## config.mk

```make
export PLATFORM = sky130hd
export DESIGN_NAME = fifo_wrapper
export DESIGN_NICKNAME = d
export VERILOG_FILES = /design/src/rtl/fifo_ram.sv /design/src/rtl/fifo_wrapper.sv
export SDC_FILE = /design/constraint.sdc
export NUM_CORES = 1
export LEC_CHECK = 0
export BUFFER_PORTS_ARGS = -buffer_cell sky130_fd_sc_hd__buf_2
export CAP_MARGIN = 20
export CELL_PAD_IN_SITES_DETAIL_PLACEMENT = 0
export CELL_PAD_IN_SITES_GLOBAL_PLACEMENT = 1
export CORE_UTILIZATION = 51
export CTS_CLUSTER_DIAMETER = 30
export CTS_CLUSTER_SIZE = 12
export DETAILED_ROUTE_END_ITERATION = 10
export GPL_TIMING_DRIVEN = 0
export PLACE_DENSITY = 0.78
export SLEW_MARGIN = 40
export SYNTH_ARGS = -nofsm -noshare
export SYNTH_HDL_FRONTEND = slang
export SYNTH_HIERARCHICAL = 1
export SYNTH_SLANG_ARGS = --single-unit
```

## constraint.sdc

```tcl
create_clock -name clk -period 2.95 [get_ports clk]
set_input_delay 0.4425 -clock clk [delete_from_list [all_inputs] [get_ports clk]]
set_output_delay 0.4425 -clock clk [all_outputs]
set_load 0.005 [all_outputs]
```

## src/rtl/fifo_ram.sv

```systemverilog
`default_nettype none
// ============================================================================
// Module      : fifo_ram
// Description : Simple dual-port storage array for the FIFO. Synchronous
//               write port, asynchronous (combinational) read port so the
//               head word can be presented first-word-fall-through.
// Revision    : 1.0 - initial release
// ============================================================================
module fifo_ram #(
    parameter int WIDTH  = 8,
    parameter int DEPTH  = 128,
    parameter int ADDR_W = $clog2(DEPTH)
) (
    input  logic              clk,
    input  logic              wr_en,
    input  logic [ADDR_W-1:0] wr_addr,
    input  logic [WIDTH-1:0]  wr_data,
    input  logic [ADDR_W-1:0] rd_addr,
    output logic [WIDTH-1:0]  rd_data
);

    // Contents are never reset; validity is tracked by the pointers outside.
    logic [WIDTH-1:0] r_mem [DEPTH];

    // Store the incoming word at the write address on an accepted push.
    always_ff @(posedge clk) begin
        if (wr_en) begin
            r_mem[wr_addr] <= wr_data;
        end
    end

    // Combinational read keeps the head word visible without a read cycle.
    assign rd_data = r_mem[rd_addr];

endmodule
`default_nettype wire

```

## src/rtl/fifo_wrapper.sv

```systemverilog
`default_nettype none
// ============================================================================
// Module      : fifo_wrapper
// Description : Single-clock FWFT FIFO with valid/ready handshakes on both
//               sides. Pointers carry one extra wrap bit so that all DEPTH
//               entries are usable and full/empty are unambiguous.
// Revision    : 1.0 - initial release
// ============================================================================
module fifo_wrapper #(
    parameter int WIDTH = 8,
    parameter int DEPTH = 128
) (
    input  logic             clk,
    input  logic             reset,
    input  logic [WIDTH-1:0] input_data,
    input  logic             input_valid,
    output logic             input_ready,
    output logic [WIDTH-1:0] output_data,
    output logic             output_valid,
    input  logic             output_ready
);

    localparam int ADDR_W = $clog2(DEPTH);

    logic [ADDR_W:0] r_wr_ptr;
    logic [ADDR_W:0] r_rd_ptr;
    logic            w_empty;
    logic            w_full;
    logic            w_push;
    logic            w_pop;

    // Flags depend only on the pointers, never on the handshake inputs.
    assign w_empty = (r_wr_ptr == r_rd_ptr);
    assign w_full  = (r_wr_ptr[ADDR_W-1:0] == r_rd_ptr[ADDR_W-1:0]) &&
                     (r_wr_ptr[ADDR_W] != r_rd_ptr[ADDR_W]);

    assign input_ready  = !w_full;
    assign output_valid = !w_empty;

    assign w_push = input_valid  && input_ready;
    assign w_pop  = output_valid && output_ready;

    // Advance the pointers on accepted transfers; wrap is natural overflow.
    always_ff @(posedge clk or negedge reset) begin
        if (!reset) begin
            r_wr_ptr <= '0;
            r_rd_ptr <= '0;
        end else begin
            if (w_push) begin
                r_wr_ptr <= r_wr_ptr + 1'b1;
            end
            if (w_pop) begin
                r_rd_ptr <= r_rd_ptr + 1'b1;
            end
        end
    end

    fifo_ram #(
        .WIDTH  (WIDTH),
        .DEPTH  (DEPTH),
        .ADDR_W (ADDR_W)
    ) u_ram (
        .clk     (clk),
        .wr_en   (w_push),
        .wr_addr (r_wr_ptr[ADDR_W-1:0]),
        .wr_data (input_data),
        .rd_addr (r_rd_ptr[ADDR_W-1:0]),
        .rd_data (output_data)
    );

endmodule
`default_nettype wire

```

# == Word level (Yosys, flattened, before mapping) ==
# Memories as Yosys holds them, arrays and structs flattened.
# Cells that the tools add are included.
# word_totals
ff_bits,16
ramBits,1024
inputBits,12
output_inout_bits,10
wordCells,15
mem_count,1
# classes
addsub,2
n_eq_ne,3
mux,2
reduce_logical,5
# memory_table
name,depth,word_bits,rd,rd_clocked_by_memory_dff,write_ports,line_no,rtl
u_ram.r_mem,128,8,1,0,1,fifo_ram.sv:23,logic [WIDTH-1:0] r_mem [DEPTH];
# op_table
op,count
$add 8x1->8 const B,2
$eq 8x8->1,1
$eq 7x7->1,1
$logic_and 1x1->1,3
$logic_not 1->1,2
$mux 1,2
$ne 1x1->1,1

# == Depth between registers and ports, before layout ==
# Gate-level depths: netlist of the first run.
# depth
depth_word,6
depth_mapped,9
ltp_nobuf,6

# == Hierarchy ==
# Netlist of the first run, hierarchy kept.
# by_module_without_submodules
module,n_inst,cells_per_inst,area_each_um2,seq_area_each_um2
fifo_ram,1,1627,39505.4,30749.5
fifo_wrapper,1,70,859.6,400.4

# == Worst setup path after synthesis of the first run ==
# No wires, ideal clock.
# synth_path
path_kind,reg2out
from,register r_rd_ptr[0]
to,output port output_data[0]
t_arrival_ns,2.834
t_required_ns,2.508
path_slack_ns,-0.327
path_stages_with_launch,7
path_buffers,2
path_cell_list,dfrtp_1 > clkbuf_1 > buf_1 > mux4_2 > mux4_2 > mux4_2 > mux2_2
# synth_via
elab_chain_cells,1
# synth_lines
element,line_no,rtl
start: declaration,fifo_wrapper.sv:26,logic [ADDR_W:0] r_rd_ptr;
start signal: assignment,fifo_wrapper.sv:53,r_rd_ptr <= r_rd_ptr + 1'b1;
$mem_v2 128x8,--,
end: declaration,fifo_wrapper.sv:18,"output logic [WIDTH-1:0] output_data,"
# No other way between the ends.

# == Worst setup path in the final report of the first run ==
# layout_path
from,register r_rd_ptr[0]
to,output port output_data[2]
# The elaborated chain is that of the path after synthesis.

==> metrics.md, run 1 <==
| Metric | Value |
|---|---|
| Reg2reg start | `r_rd_ptr[2]` |
| Unique masters post-synth | `31` |
| Initial Util | `51.85%` |
| Most common cell in the netlist | `edfxtp_1` |
| RSZ-0062 raised after global routing | `yes` |
| Cell count after synthesis | `1,697` |
| Synthesized flop and latch total | `1,040` |
| Synth warn | `6` |
| Die area | `80,280 um^2` |
| Worst-path clk slew | `0.05 ns` |
| First-pass GRT wire length | `143,300 um` |
| CP endpoint kind | `output pin` |
| Setup crit start | `r_rd_ptr[0]` |
| Worst VDD drop | `0.0007801 V` |
| Synthesized Nets | `1,711` |
| CP dominant cell by count | `mux4_2` |
| Period utilisation layout | `145.7%` |
| Routing usage on met2 | `39.49%` |
| Hold Startpoint | `input_data[3]` |
| Max-slew violation count | `0` |
| Rel. slew slack | `40.96%` |
| Die Ht | `283.3 um` |
| Grt peak-use layer | `met2` |
| TritonCTS clock tree | `built` |
| Pleak | `15.95 nW` |
| Largest net degree at the start of global routing | `97` |
| Final Power | `52.56 mW` |
| Hold Crit Class | `in2reg` |
| Critical path startpoint category | `register` |
| Starting DRT DRC Count | `2,524` |
| CTS buffer count | `179` |
| Main synth FF type | `edfxtp_1` |
| Largest cells by area after synthesis | `edfxtp_1 76%, mux4_2 19%, nor2_1 1.1%, dfrtp_1 0.99%, clkbuf_1 0.41%` |
| DR vias | `19,985` |
| Std-Cell Rows | `102` |
| IO Pins | `22` |
| Status | `finished, violations left` |
| Root Driver | `clkbuf_16` |
| IO Port Bufs | `21` |
| Vias in the first global route | `20,328` |
| Routed Antenna Nets | `0` |
| Max-Cap Viols | `0` |
| Met3 Track Usage GR | `5.910%` |
| Width of the die | `283.3 um` |
| Vias/cell | `6.353` |
| H-tree Lvls | `4` |
| Layout cell share with drive strength beyond 1 | `44.37%` |
| Worst-path cell chain | `clkbuf_16 > buf_16 > buf_16 > mux4_2 > mux4_2 > mux4_2 > mux2_2 > buf_2` |
| Residual DRC | `0` |
| Post-DP HPWL | `60,780 um` |
| Max stage delay on crit path | `0.58 ns` |
| Setup violators final | `8` |
| Final wirelength | `99,600 um` |
| Ys async rst share | `1.538%` |
| Slew @ Worst Pin | `0.8823 ns` |
| Clock latency on the worst-skew pair | `0.76 ns` |
| Nets | `1,968` |
| Dominant cell type by area after synthesis | `edfxtp_1` |
| Skew final | `0.02534 ns` |
| Core Area | `77,850 um^2` |
| Mapped cell area | `40,360 um^2` |
| Fin Setup TNS | `-10.61 ns` |
| Synthesized area per cell | `23.79 um^2` |
| Drt first pass iters | `5` |
| Critical Path AT | `3.86 ns` |
| Failing checks | `negative setup slack` |
| Synth top area share | `76.18%` |
| Max clock buf depth | `3` |
| Power per cell area | `1043 nW/um^2` |
| EDFF count, synth | `1,024` |
| Crit path max-delay cell type | `mux4_2` |
| Initial antenna violation count | `3` |
| Overall Global Routing Usage | `25.28%` |
| Final Hold Slack | `0.07220 ns` |
| CP max FO | `9` |
| Area growth syn-to-layout | `24.81%` |
| Max Fclk | `232.6 MHz` |
| Clk sinks | `1,040` |
| Tmin final | `4.299 ns` |
| GRT overflow | `0` |
| Fin worst setup slack | `-1.349 ns` |
| Wirelength per Cell | `31.66 um` |
| Post-synth top cells | `1,024 x edfxtp_1, 336 x mux4_2, 122 x nor2_1, 44 x clkbuf_1, 18 x buf_1` |
| RePlAce Congestion | `0.8521` |
| Seq/Total Area, Yosys | `77.17%` |
| CP required | `2.51 ns` |
| Fin. Hold Viols | `0` |
| Crit Path Category | `reg2out` |
| Met1 Use GR | `34.59%` |
[worst max-delay path, delay by kind of cell, from the launching register on]
| family | cells | cell delay, ns |
|---|---|---|
| DFF | 1 | 0.38 |
| buffers and inverters | 4 | 0.69 |
| muxes | 4 | 1.99 |
[kinds of logic after synthesis]
kind of cell | synth area share (%)
multiplexers | 19.04
adder cells (fa/ha/maj) | 0.06198
AO/OA/AOI/OAI | 0.04650
buffers and inverters | 1.017
XOR/XNOR | 0.4774
AND/OR/NAND/NOR | 2.182
flip-flops | 77.17
[per-layer routing]
layer | part of all wire [%] | vias up
met5 | 0.011 | -
met4 | 4.1 | 2
met3 | 9.6 | 236
met2 | 48 | 1177
met1 | 38 | 10697
li1 | - | 7873
[report_power, final]
part | internal, mW | leakage [nW] | switching, mW
sequential | 16.6 | 9.40 | 0.333
clock | 13.1 | 2.89 | 7.27
combinational | 7.23 | 3.66 | 7.96
[repair_timing]
item | in CTS | in global routing
pin swaps | 9 | 8
endpoints found under the setup margin | 1032 | 899
cloned | 3 | 2
hold buffers | 2 | 0
hold endpoints to repair | 18 | 0
buffers inserted | 21 | 21
gates resized for setup | 303 | 38
[layout by cell type, fill, tap and decap left out, drive strengths merged]
master       netlist  routed
a21boi             1       1
and3               5       5
and4               1       1
buf               45     123
bufinv             0      21
clkbuf            45     241
clkinv             0      66
clkinvlp           0      21
dfrtp             16      16
diode              0       1
dlygate4sd3        0       2
edfxtp          1024    1024
ha                 2       2
inv                1      25
mux2              10      10
mux4             336     336
nand2             18      18
nand2b             2       2
nand3             18      18
nand4              9       9
nor2             122     122
nor2b              7       7
nor3              10      10
nor4               2       2
or3                1       1
xnor2             14      14
xor2               8       8
[flip-flops by register name, indices dropped and copies added (netlist names)]
register	flops
r_wr_ptr	8
r_rd_ptr	8
u_ram/r_mem	1024
[path summary, 6_finish.rpt]
check,end,slack [ns],cells past startpoint
max,output_data[2],-1.35,8
min,u_ram/r_mem[80][3],0.07,1
max reg2reg,u_ram/r_mem[69][2],0.04,8
min reg2reg,r_rd_ptr[7],0.50,1
max in group asynchronous,r_wr_ptr[3],2.51,2
min in group asynchronous,r_rd_ptr[2],0.14,2
[layout make-up]
type	instances	area, um^2
repair buffers	78	1066
diodes	1	2.502
well taps	1040	1301
plain buffers	88	1071
multi-input cells	566	9719
flip-flops and latches	1040	31160
fillers	4816	27470
inverters	1	3.754
clock buffers	200	4579
clock inverters	132	1479
[metrics by stage]
stage	instance area, um^2	util [%]	setup WS, ns	instances
2_1_floorplan	40690	-	-0.06725	1697
3_3_place_gp	42090	54.07	-1.613	2758
3_5_place_dp	42450	54.53	-1.652	2766
4_1_cts	49960	64.18	-1.326	3122
5_1_grt	50380	64.71	-1.378	3145
6_report	50380	64.71	-1.349	3146
No activity file was read; power rests on OpenSTA's default activity.
==> run 2, diff against run 1 <==
- CORE_UTILIZATION: 51 -> 50
- PLACE_DENSITY: 0.78 -> unset
- PLACE_DENSITY_LB_ADDON: unset -> 0.12
==> metrics.md, run 2 (synthesis gave the netlist of run 1 again) <==
| Metric | Value |
|---|---|
| Status | `finished, violations left` |
| Failing checks | `negative setup slack` |
| Vias in the first global route | `19,832` |
| Largest net degree at the start of global routing | `93` |
| Skew final | `0.02408 ns` |
| Max-Cap Viols | `0` |
| Top reg by flops | `u_ram/r_mem` |
| Tmin final | `4.262 ns` |
| Residual DRC | `0` |
| Post-layout util | `63.69%` |
| Filler instances | `5,327` |
| Fin. Hold Viols | `0` |
| Largest register FFs | `1,024` |
| H-tree Lvls | `4` |
| Drt first pass iters | `5` |
| DP Worst Slack | `-1.513 ns` |
| Die area | `81,870 um^2` |
| Die Ht | `286.1 um` |
| GRT overflow | `0` |
| Hold Path Stages | `1` |
| CP max FO | `10` |
| CP endpoint kind | `output pin` |
| TritonCTS clock tree | `built` |
| IO Port Bufs | `21` |
| RSZ-0062 raised after global routing | `yes` |
| Met1 Use GR | `35.42%` |
| Width of the die | `286.1 um` |
| Power per cell area | `1059 nW/um^2` |
| Final wirelength | `100,600 um` |
| Nets | `1,983` |
| DR vias | `19,536` |
| Worst reg2reg path depth | `8` |
| Wirelength per Cell | `31.60 um` |
| Initial antenna violation count | `3` |
| Core Area | `79,390 um^2` |
| CTS buffer count | `186` |
| Root Driver | `clkbuf_16` |
| Reg-to-reg slack, setup | `0.07 ns` |
| Period utilisation layout | `144.5%` |
| Placed Area | `42,680 um^2` |
| Regs by FF count | `u_ram/r_mem: 1024 flops, r_rd_ptr: 8 flops, r_wr_ptr: 8 flops` |
| Initial Util | `50.85%` |
| Reg2reg start | `r_wr_ptr[3]` |
| Overall Global Routing Usage | `25.27%` |
| Worst VDD drop | `0.0007124 V` |
| Routing usage on met2 | `39.81%` |
| Worst-path clk slew | `0.05 ns` |
| Vias/cell | `6.140` |
| Std-Cell Rows | `103` |
| Layout cell share with drive strength beyond 1 | `44.95%` |
| Slew @ Worst Pin | `0.9035 ns` |
| Placed insts | `2,786` |
| IO Pins | `22` |
| Setup violators final | `8` |
| Max clock buf depth | `3` |
| Pleak | `16.12 nW` |
| Fin worst setup slack | `-1.312 ns` |
| Rel. slew slack | `39.60%` |
| R2r endpoint | `u_ram/r_mem[104][1]` |
| WHS Endpoint | `u_ram/r_mem[89][3]` |
| Hold Crit Class | `in2reg` |
| Starting DRT DRC Count | `2,129` |
| Post-route cell area | `50,560 um^2` |
| Grt peak-use layer | `met2` |
| Clock latency on the worst-skew pair | `0.74 ns` |
| First-pass GRT wire length | `142,900 um` |
| Critical Path AT | `3.82 ns` |
| Met3 Track Usage GR | `5.286%` |
| CP required | `2.51 ns` |
| Commonest cells after routing, fill and taps aside | `1,024 x edfxtp_1, 336 x mux4_2, 191 x clkbuf_16` |
| Routed Antenna Nets | `0` |
| Non-Filler Instances | `3,182` |
| Hold Startpoint | `input_data[3]` |
| Clk sinks | `1,040` |
| Crit Path Category | `reg2out` |
| Area growth syn-to-layout | `25.26%` |
| Max-slew violation count | `0` |
| Critical path startpoint category | `register` |
| Post-DP HPWL | `64,810 um` |
| RePlAce Congestion | `0.8770` |
| Max Fclk | `234.6 MHz` |
| Most common cell after layout, fill and taps aside | `edfxtp_1` |
==> run 2: cell types whose count changed in the layout (fill, tap and decap cells not counted), sizes merged <==
cell / before / now
inv: 25 / 19
diode: 1 / 3
bufinv: 21 / 23
buf: 123 / 131
clkbuf: 241 / 259
clkinv: 66 / 68
==> run 2: area by class of cell <==
class | count | area [um^2] | share of cell area [%]
Antenna cell | 3 | 7.507 | 0.01485
Buffer | 89 | 1012 | 2.002
Clock buffer | 218 | 4848 | 9.589
Clock inverter | 130 | 1474 | 2.915
Inverter | 1 | 3.754 | 0.007424
Multi-Input combinational cell | 566 | 9617 | 19.02
Sequential cell | 1040 | 31160 | 61.62
Tap cell | 1050 | 1314 | 2.598
Timing Repair Buffer | 85 | 1129 | 2.232
==> run 2: repair_timing <==
| action | CTS | global route |
|---|---|---|
| pin swaps | 3 | 11 |
| setup buffers | 18 | 21 |
| cloned | 5 | 0 |
| resized for setup | 256 | 33 |
| endpoints found under the setup margin | 1005 | 582 |
| endpoints found under the hold margin | 17 | 0 |
| hold buffers | 2 | 0 |
==> run 2: worst max-delay path: stages, from the launching register on <==
cell,delay (ns)
dfrtp_2,0.38
clkbuf_16,0.19
buf_12,0.17
buf_12,0.17
mux4_2,0.55
mux4_2,0.56
mux4_2,0.58
mux2_4,0.34
buf_6,0.13
==> run 2: stage by stage <==
step / setup TNS [ns] / power [mW] / hold WS [ns]
4_1_cts: -10.58 / 53.57 / 0.03699
2_1_floorplan: -0.5380 / 25.80 / 0.1469
5_1_grt: -10.83 / 55.00 / 0.04892
6_report: -10.33 / 53.53 / 0.06705
3_5_place_dp: -636.61 / 31.05 / 0.3954
3_3_place_gp: -962.39 / 30.81 / 0.3891
==> run 2: how the worst max path moves through the flow <==
stage | start | to | cells past startpoint
2_1_floorplan | r_rd_ptr[0] | output_data[3] | 7
3_5_place_dp | r_rd_ptr[2] | output_data[2] | 7
5_1_grt | r_rd_ptr[0] | output_data[6] | 8
3_3_place_gp | r_rd_ptr[2] | output_data[1] | 7
4_1_cts | r_rd_ptr[0] | output_data[3] | 8
6_report | r_rd_ptr[0] | output_data[4] | 8
==> run 2: where the power goes <==
part	switching [mW]	internal [mW]	total (mW)
registers	0.266	16.6	16.9
logic	8.12	7.41	15.5
clock network	7.25	13.8	21.1
==> run 2: layer usage <==
metal / wire length, um / vias up / share of wire (%)
met5: 7 / - / 0.0070
met2: 49650 / 800 / 49
met1: 40650 / 10648 / 40
li1: - / 7936 / -
met4: 2871 / 2 / 2.9
met3: 7373 / 150 / 7.3
